==> src/rtl/char_stream_pkg.sv <==
// Shared constants, FSM encoding and character-class helper for char_stream_rx.
package char_stream_pkg;

  localparam logic [7:0] ASCII_LF       = 8'h0A;
  localparam logic [7:0] ASCII_BS       = 8'h08;
  localparam logic [7:0] ASCII_PRINT_LO = 8'h20;
  localparam logic [7:0] ASCII_PRINT_HI = 8'h7E;

  typedef enum logic [1:0] {
    S_IDLE    = 2'd0,
    S_PRESENT = 2'd1,
    S_GAP     = 2'd2
  } state_t;

  // True for characters the text controller can render or act on.
  function automatic logic char_allowed(input logic [7:0] c);
    return ((c >= ASCII_PRINT_LO) && (c <= ASCII_PRINT_HI)) ||
           (c == ASCII_LF) || (c == ASCII_BS);
  endfunction

endpackage

==> src/rtl/char_fifo.sv <==
// DATA_W x DEPTH synchronous FIFO; a push while full only lands when a pop frees the slot.
module char_fifo #(
  parameter int unsigned DATA_W = 8,
  parameter int unsigned DEPTH  = 16
) (
  input  logic                   clk,
  input  logic                   rst_n,
  input  logic                   push,
  input  logic                   pop,
  input  logic [DATA_W-1:0]      wdata,
  output logic [DATA_W-1:0]      rdata,
  output logic                   full,
  output logic                   empty,
  output logic [$clog2(DEPTH):0] count
);

  localparam int unsigned AW = $clog2(DEPTH);

  logic [DATA_W-1:0] mem [DEPTH];
  logic [AW-1:0]     wr_ptr;
  logic [AW-1:0]     rd_ptr;
  logic              do_push;
  logic              do_pop;

  assign full    = (count == (AW+1)'(DEPTH));
  assign empty   = (count == '0);
  assign do_push = push && (!full || pop);
  assign do_pop  = pop && !empty;
  assign rdata   = mem[rd_ptr];

  // Storage carries no reset; only pointers and occupancy define content.
  always_ff @(posedge clk) begin
    if (do_push) mem[wr_ptr] <= wdata;
  end

  always_ff @(posedge clk or negedge rst_n) begin
    if (!rst_n) begin
      wr_ptr <= '0;
      rd_ptr <= '0;
      count  <= '0;
    end else begin
      if (do_push) wr_ptr <= wr_ptr + AW'(1);
      if (do_pop)  rd_ptr <= rd_ptr + AW'(1);
      case ({do_push, do_pop})
        2'b10:   count <= count + (AW+1)'(1);
        2'b01:   count <= count - (AW+1)'(1);
        default: count <= count;
      endcase
    end
  end

endmodule

==> src/rtl/char_stream_rx.sv <==
// Synchronises and glitch-filters the ARDUINO_IO character strobe, buffers characters and presents them
// one at a time with a forced idle gap. CHAR_FILTER_EN drops non-printable bytes other than LF/BS.
module char_stream_rx
  import char_stream_pkg::*;
#(
  parameter int unsigned DATA_W      = 8,
  parameter int unsigned DEPTH       = 16,
  parameter int unsigned SYNC_STAGES = 2,
  parameter int unsigned GLITCH_CYC  = 4,
  parameter int unsigned MIN_GAP     = 4
) (
  input  logic                   iVGA_CLK,
  input  logic                   iRST_n,
  input  logic [DATA_W-1:0]      iData,
  input  logic                   iTrigger,
  input  logic                   iReady,
  output logic [DATA_W-1:0]      oChar,
  output logic                   oValid,
  output logic [$clog2(DEPTH):0] oCount,
  output logic                   oOverflow
);

  localparam int unsigned CNT_W = $clog2(GLITCH_CYC + 1);
  localparam int unsigned GAP_W = $clog2(MIN_GAP + 1);

  logic [SYNC_STAGES-1:0] trig_sync;
  logic [SYNC_STAGES-1:0] sync_fill;
  logic [DATA_W-1:0]      data_sync [SYNC_STAGES];
  logic                   trig_s;
  logic [DATA_W-1:0]      data_s;
  logic                   armed;
  logic [CNT_W-1:0]       glitch_cnt;
  logic                   accept_c;
  logic                   push_c;
  logic                   pop_c;
  logic                   full;
  logic                   empty;
  logic [DATA_W-1:0]      head;
  state_t                 state, state_n;
  logic [GAP_W-1:0]       gap_cnt, gap_n;

  assign trig_s = trig_sync[SYNC_STAGES-1];
  assign data_s = data_sync[SYNC_STAGES-1];

  // sync_fill marks when trig_s reflects a real pin sample rather than the reset value.
  always_ff @(posedge iVGA_CLK or negedge iRST_n) begin
    if (!iRST_n) begin
      trig_sync <= '0;
      sync_fill <= '0;
      for (int i = 0; i < int'(SYNC_STAGES); i++) data_sync[i] <= '0;
    end else begin
      trig_sync <= {trig_sync[SYNC_STAGES-2:0], iTrigger};
      sync_fill <= {sync_fill[SYNC_STAGES-2:0], 1'b1};
      data_sync[0] <= iData;
      for (int i = 1; i < int'(SYNC_STAGES); i++) data_sync[i] <= data_sync[i-1];
    end
  end

  assign accept_c = armed && trig_s && (glitch_cnt == CNT_W'(GLITCH_CYC - 1));

  // Arm on the first genuine low so a strobe held through reset yields nothing.
  always_ff @(posedge iVGA_CLK or negedge iRST_n) begin
    if (!iRST_n) begin
      armed      <= 1'b0;
      glitch_cnt <= '0;
    end else begin
      if (sync_fill[SYNC_STAGES-1] && !trig_s) armed <= 1'b1;
      if (!trig_s) glitch_cnt <= '0;
      else if (armed && (glitch_cnt != CNT_W'(GLITCH_CYC))) glitch_cnt <= glitch_cnt + CNT_W'(1);
    end
  end

`ifdef CHAR_FILTER_EN
  assign push_c = accept_c && char_allowed(8'(data_s));
`else
  assign push_c = accept_c;
`endif

  char_fifo #(
    .DATA_W(DATA_W),
    .DEPTH (DEPTH)
  ) u_fifo (
    .clk  (iVGA_CLK),
    .rst_n(iRST_n),
    .push (push_c),
    .pop  (pop_c),
    .wdata(data_s),
    .rdata(head),
    .full (full),
    .empty(empty),
    .count(oCount)
  );

  always_ff @(posedge iVGA_CLK or negedge iRST_n) begin
    if (!iRST_n) begin
      state   <= S_IDLE;
      gap_cnt <= '0;
    end else begin
      state   <= state_n;
      gap_cnt <= gap_n;
    end
  end

  // Present the head, pop on handshake, then hold oValid low for MIN_GAP cycles.
  always_comb begin
    state_n = state;
    gap_n   = gap_cnt;
    pop_c   = 1'b0;
    case (state)
      S_IDLE:    if (!empty) state_n = S_PRESENT;
      S_PRESENT: if (iReady) begin
        pop_c   = 1'b1;
        state_n = S_GAP;
        gap_n   = '0;
      end
      S_GAP:     if (gap_cnt == GAP_W'(MIN_GAP - 1)) state_n = S_IDLE;
                 else gap_n = gap_cnt + GAP_W'(1);
      default:   state_n = S_IDLE;
    endcase
  end

  always_ff @(posedge iVGA_CLK or negedge iRST_n) begin
    if (!iRST_n) begin
      oValid    <= 1'b0;
      oChar     <= '0;
      oOverflow <= 1'b0;
    end else begin
      oValid <= (state_n == S_PRESENT);
      if ((state == S_IDLE) && (state_n == S_PRESENT)) oChar <= head;
      if (push_c && full && !pop_c) oOverflow <= 1'b1;
    end
  end

endmodule
==> config.mk <==
export PLATFORM = sky130hd
export DESIGN_NAME = char_stream_rx
export DESIGN_NICKNAME = d
export VERILOG_FILES = /design/src/rtl/char_stream_pkg.sv /design/src/rtl/char_fifo.sv /design/src/rtl/char_stream_rx.sv
export SDC_FILE = /design/constraint.sdc
export NUM_CORES = 1
export LEC_CHECK = 0
export BUFFER_PORTS_ARGS = -buffer_cell sky130_fd_sc_hd__buf_4
export CAP_MARGIN = 15
export CORE_ASPECT_RATIO = 1.2
export CORE_MARGIN = 2
export CORE_UTILIZATION = 57
export CTS_CLUSTER_DIAMETER = 80
export CTS_CLUSTER_SIZE = 30
export DETAILED_ROUTE_END_ITERATION = 12
export HOLD_SLACK_MARGIN = 0.06
export PLACE_DENSITY_LB_ADDON = 0.08
export SETUP_SLACK_MARGIN = 0.15
export SYNTH_ARGS = -nofsm -noshare
export SYNTH_HDL_FRONTEND = slang
export SYNTH_SLANG_ARGS = --single-unit
==> constraint.sdc <==
create_clock -name iVGA_CLK -period 7.63 [get_ports iVGA_CLK]
set_clock_uncertainty 0.15 [all_clocks]
set_input_delay 0.3815 -clock iVGA_CLK [delete_from_list [all_inputs] [get_ports iVGA_CLK]]
set_output_delay 0.3815 -clock iVGA_CLK [all_outputs]
set_load 0.01 [all_outputs]
# ---- Word-level counts from Yosys, hierarchy flattened
# Memories as Yosys holds them, arrays and structs flattened. A register that Yosys moved wholly into a read port is not among the register bits.
# Cells that the tools add are included.
dict set report totals {
  out_inout_bits 15
  mem_bits_ro 0
  latch_bits 0
  word_cells 66
  ramBits 128
  register_bits 44
  n_memories 1
}
# name words width rd rd_ports_with_merged_regs wr line_no
set mem_list {}
lappend mem_list {u_fifo.mem 16 8 1 1 1 char_fifo.sv:19} ;# logic [DATA_W-1:0] mem [DEPTH];
dict set report classes {
  n_div 0
  reduce_logical 20
  bitwise_logic 0
  mux 14
  magnitude_cmp 0
  mul 0
  shift 0
  n_addsub 6
  eq_ne 12
}
# cell n
set ops {}
lappend ops {{3-bit 2-to-1 mux} 4}
lappend ops {{5-bit one-hot mux with 2 select lines} 1}
lappend ops {{1-bit logical AND} 9}
lappend ops {{4-bit by 1-bit adder with 4-bit output (second input constant)} 2}
lappend ops {{3-bit by 1-bit adder with 3-bit output (second input constant)} 2}
lappend ops {{2-bit by 1-bit == test with 1-bit output (second input constant)} 3}
lappend ops {{3-bit by 2-bit == test with 1-bit output (second input constant)} 2}
lappend ops {{2-bit 2-to-1 mux} 3}
lappend ops {{2-bit one-hot mux with 3 select lines} 1}
lappend ops {{3-bit one-hot mux with 2 select lines} 1}
lappend ops {{5-bit by 1-bit adder with 5-bit output (second input constant)} 1}
lappend ops {{5-bit == test (second input constant)} 1}
lappend ops {{1-bit logical NOT} 5}
lappend ops {{5-bit logical NOT} 1}
lappend ops {{5-bit by 1-bit subtractor with 5-bit output (second input constant)} 1}
lappend ops {{2-bit == test (second input constant)} 2}
lappend ops {{1-bit 2-to-1 mux} 4}
lappend ops {{2-bit != test (second input constant)} 2}
lappend ops {{2-bit nonzero test} 2}
lappend ops {{3-bit != test (second input constant)} 1}
lappend ops {{3-bit AND reduction} 1}
lappend ops {{2-bit logical NOT} 1}
lappend ops {{2-bit by 1-bit != test with 1-bit output (second input constant)} 1}
lappend ops {{1-bit logical OR} 1}

# ---- Longest topological paths before layout
dict set report logic_depth {
  ltp_word 6
  ltp_mapped 13
  depth_no_buf 12
}

# ---- Cells and area by module
# Synthesis repeated with hierarchy kept, for this count alone.
dict set report unflattened {
  hier_cells 418
  area_unflattened_um2 7209.4
}
# mod area_each_um2 seq_area_each_um2 cells_each n_inst
set modules_own_cells {}
lappend modules_own_cells {char_fifo 5860.6 4169.0 327 1}
lappend modules_own_cells {char_stream_rx 1348.8 975.9 91 1}

# ---- Least setup slack after synthesis
# No wires, ideal clock.
dict set report synth_timing {
  kind {register -> register}
  start {register u_fifo.count[1]}
  end {register u_fifo.count[4]}
  synth_period_minus_slack_ns 3.034
  required_ns 7.400
  stages_incl_launch_ff 13
  arrival_ns 2.804
  path_slack_ns 4.596
  cell_sequence {dfrtp_1 > buf_6 > nor4_2 > a31oi_2 > inv_1 > ha_1 > clkbuf_1 > xor2_1 > ha_1 > a21boi_0 > o32ai_1 > nor4b_1 > xnor2_1}
}
dict set report synth_via {
  elab_chain_cells 6
  word_cells_on_any_way 13
}
# element line_no
set synth_lines {}
lappend synth_lines {{from (decl)} char_fifo.sv:14} ;# output logic [$clog2(DEPTH):0] count
lappend synth_lines {{from (signal assigned)} char_fifo.sv:45} ;# 2'b10: count <= count + (AW+1)'(1);
lappend synth_lines {{from (signal assigned)} char_fifo.sv:46} ;# 2'b01: count <= count - (AW+1)'(1);
lappend synth_lines {{from (signal assigned)} char_fifo.sv:47} ;# default: count <= count;
lappend synth_lines {{5-bit == test} char_fifo.sv:25} ;# assign full = (count == (AW+1)'(DEPTH));
lappend synth_lines {{1-bit logical NOT} char_fifo.sv:27} ;# assign do_push = push && (!full || pop);
lappend synth_lines {{1-bit logical OR} char_fifo.sv:27}
lappend synth_lines {{1-bit logical AND} char_fifo.sv:27}
lappend synth_lines {{2-bit by 1-bit == test with 1-bit output / 2-bit == test (equally long branches)} char_fifo.sv:44} ;# case ({do_push, do_pop})
lappend synth_lines {{5-bit one-hot mux with 2 select lines / 2-bit nonzero test (equally long branches)} n/a}
# Several ways; a longest one is shown, not always the timed one.
# A chain may end at the register's enable or synchronous reset.

# ---- Worst setup path in the final report
dict set report layout_timing {
  start {input iReady}
  end {register u_fifo.count[4]}
}
dict set report layout_via {
  word_cells_on_any_way 9
}
# element line_no
set layout_rtl {}
lappend layout_rtl {{from (decl)} char_stream_rx.sv:16} ;# input logic iReady,
lappend layout_rtl {{1-bit 2-to-1 mux (*)} char_stream_rx.sv:111} ;# S_PRESENT: if (iReady) begin
lappend layout_rtl {{1-bit 2-to-1 mux (*)} char_stream_rx.sv:109} ;# case (state)
lappend layout_rtl {{1-bit logical AND (*)} char_fifo.sv:28} ;# assign do_pop = pop && !empty;
lappend layout_rtl {{net u_fifo.do_pop} char_fifo.sv:23} ;# logic do_pop;
lappend layout_rtl {{2-bit by 1-bit == test with 1-bit output / 2-bit == test (equally long branches)} char_fifo.sv:44}
lappend layout_rtl {{5-bit one-hot mux with 2 select lines / 2-bit nonzero test (equally long branches)} n/a}
# The timed path passes the listed nets; every way through them passes the cells marked *.

==> key figures <==
Timing
  • Final worst path period share: 43.5%
  • Setup TNS: 0 ns
  • Relative slew slack: 45.5%
  • Max Slew Vio Count: 0
  • Post-layout min period: around 3.3 ns
  • Achievable frequency: 0.301 GHz
  • Final hold vios: 0
  • RSZ-0062 raised after global routing: no
  • Slew of the pin with the lowest slew margin: 0.815 ns
  • Final setup viols: 0

Synthesis
  • Syn Area/Cell: about 18 um^2
  • Post-synth EDFFs: 128
  • Yosys top cell by area: edfxtp_1
  • Synth async-reset ratio: 28.9%
  • Post-synthesis cell count: 399
  • Count leader, synth: edfxtp_1
  • Post-synthesis sequential area ratio: 71.1%
  • Ys flop type: edfxtp_1
  • #FFs+latches synth: 180
  • Area contributors post-synth: edfxtp_1 (53%), dfrtp_1 (18%), mux4_2 (6.8%)
  • Post-synthesis instance area: around 7200 um^2
  • Synth cell types: between 40 and 50
  • Post-synth top cells: edfxtp_1 (128), dfrtp_1 (52), mux4_2 (22)
  • Syn nets: about 430
  • Area share of the largest cell type after synthesis: between 50% and 60%
  • Synth Warn #: 0

Drt
  • Drt wl/cell: around 20 um
  • ANT nets after route: 0
  • DRC Markers: 0
  • Via/cell ratio: 5.74
  • DRT Pass-1 Iters: 4
  • DR iter-0 viols: 182
  • Via count: around 3500
  • WL final: 12500 um

Clock tree
  • Postcts setup bufs: 0
  • CTS H-tree depth: 4
  • # clock sinks: 180
  • CTS Root Cell: clkbuf_16
  • Clk_lat worst skew: 0.42 ns
  • CTS Buffer Depth: 2
  • CTS tree: built
  • Clock transition at the registers of the reported paths: approximately 0.070 ns
  • Total CTS buffers: 17

Floorplan
  • # rows: 45
  • I/O pins: 27
  • Initial core utilization: 57.7%
  • Core area: approximately 13000 um^2
  • Die H: 127 um
  • Die X: 107 um
  • Die Footprint: 13600 um^2

Layout
  • Non-filler cells, final: just over 600
  • Finished Cell Area: 8280 um^2
  • Share of layout cells above drive strength 1: 22.1%
  • Antenna fix cells: 0
  • P&R area growth vs syn: 14.3%
  • Final nets: 465

Critical path
  • Critical R2R Launch: state[1]$_DFF_PN0_
  • Max incr delay on CP: 0.52 ns
  • CP Depth: 11
  • CP max-delay cell: dlygate4sd3_1
  • Worst Reg-to-Reg Cells: 9
  • Worst path required time: 7.82 ns
  • Crit Path Max Fanout: 13
  • Worst R2R End: u_fifo.count[4]$_DFFE_PN0P_
  • Kind of end point of the critical path: register
  • Critical path class: in -> reg
  • CP Data Arrival Time: about 3.5 ns
  • Critical path's top delay family: compound AO/OA/AOI/OAI gates
  • Buf/Inv on CP: 2
  • Most frequent CP cell: ha_1
  • R2r setup slk: around 4.3 ns
  • Critical Path, Cell by Cell: dlygate4sd3_1, buf_4, nand3b_1, a21oi_1, ha_1, xor2_1, ha_1, a21boi_0, o32ai_1, nor4b_1, xnor2_1
  • Crit path launch type: input pin

Global route
  • First-pass GRT wire length: 19700 um
  • Largest net degree at the start of global routing: 53
  • Total gr overflow: 0
  • Initial antenna violation count: 0
  • Number of global-route vias before repair: between 3000 and 4000
  • Total track usage: 20.1%

Place
  • Placement Cell Area: roughly 7500 um^2
  • DP Cell Count: 573
  • I/O Buffers: 26
  • Routability cong.: about 0.77
  • DPL Wire Length: 8050 um

Pwr
  • Tot Pwr: 0.00292 W
  • Worst vdd ir: 0.216 mV
  • Total leakage power: 3.05 nW
  • Pwr Density: 353 nW/um^2

Flow run
  • Max-cap viol count: 0

Min path
  • Hold wc startpoint: data_sync[8]$_DFF_PN0_
  • Hold path cells: 0
  • Hold endpoint: data_s[0]$_DFF_PN0_
  • Worst min path class: reg -> reg

Run status
  • Status: finished clean
==> logic make-up after synthesis <==
| family | after synthesis | synth area share (%) |
|---|---|---|
| flops | 180 | 71.1 |
| xor+xnor | 12 | 1.45 |
| other cells | 1 | 0.0518 |
| mux | 56 | 13.9 |
| compound gates | 36 | 3.11 |
| buf+inv | 34 | 2.73 |
| simple gates | 66 | 5.24 |
| fa+ha+maj | 14 | 2.42 |
==> power breakdown <==
part	leakage, nW	total (W)	switching [W]	internal [W]
sequential	1.78	0.00127	0.000134	0.00114
clock	0.321	0.000914	0.000365	0.000548
combinational	0.949	0.000739	0.000348	0.000392
total	3.05	0.00292	0.000847	0.00208
==> worst max-delay path by stage <==
stage                           startpoint                          end  slack, ns
3_3_place_gp     glitch_cnt[0]$_DFFE_PN0P_  u_fifo.count[4]$_DFFE_PN0P_       4.48
6_report                            iReady  u_fifo.count[4]$_DFFE_PN0P_       4.31
2_1_floorplan  u_fifo.count[1]$_DFFE_PN0P_  u_fifo.count[4]$_DFFE_PN0P_       4.60
3_5_place_dp            state[1]$_DFF_PN0_  u_fifo.count[4]$_DFFE_PN0P_       4.35
5_1_grt        u_fifo.count[1]$_DFFE_PN0P_  u_fifo.count[4]$_DFFE_PN0P_       4.03
4_1_cts                             iReady  u_fifo.count[4]$_DFFE_PN0P_       4.33
==> area by class of cell <==
cell class	instances	area, um^2
Multi-Input combinational cell	185	1900
Clock buffer	23	547
Fill cell	849	4280
Inverter	15	56.3
Clock inverter	9	98.8
Tap cell	164	205
Sequential cell	180	5150
Timing Repair Buffer	40	328
==> metal layers <==
layer	GRT usage [%]	wire length, um	vias to the layer above
li1	-	-	1612
met5	0	0	-
met3	3.83	327	10
met1	25.7	5370	1857
met4	6.88	144	0
met2	34.7	6670	55
==> sequential cells by signal, indices dropped and copies added, names as in the netlist, 2 cells and up <==
name	flops
state	2
oChar	8
glitch_cnt	3
u_fifo.wr_ptr	4
data_sync	8
trig_sync	2
data_s	8
u_fifo.mem	128
u_fifo.rd_ptr	4
gap_cnt	3
sync_fill	2
u_fifo.count	5
==> layout by cell type (no fill, tap or decap), types with 11 or more instances in the layout <==
cell and instances:
and2_1 12, mux4_2 22, mux2i_1 15, ha_1 14
dfrtp_1 51, nand2_1 14, o21ai_0 14, nor2_1 13
dlygate4sd3_1 11, clkbuf_16 21, edfxtp_1 128, inv_1 15
buf_4 29
==> timing repair <==
action                                  4_1_cts  5_1_grt
endpoints found under the hold margin        63        0
endpoints found under the setup margin        0        0
gates resized for setup                       0        0
hold buffers                                 11        0
==> worst register-to-register path, delay by kind of cell (launching register included) <==
kind	cells	cell delay (ns)
compound gates	3	0.86
flops	1	0.46
fa+ha+maj	2	0.75
xor+xnor	2	0.37
simple gates	2	0.64
==> through the flow <==
step / hold slack (ns) / util (%) / worst slack, ns
finish: 0.198 / 65.9 / 4.31
floorplan: -0.0641 / - / 4.60
global route: 0.206 / 65.9 / 4.03
CTS: 0.202 / 65.9 / 4.33
detailed placement: 0.187 / 59.9 / 4.35
global placement: 0.182 / 59.9 / 4.48
Note: power is estimated with default switching activity, not from simulation.
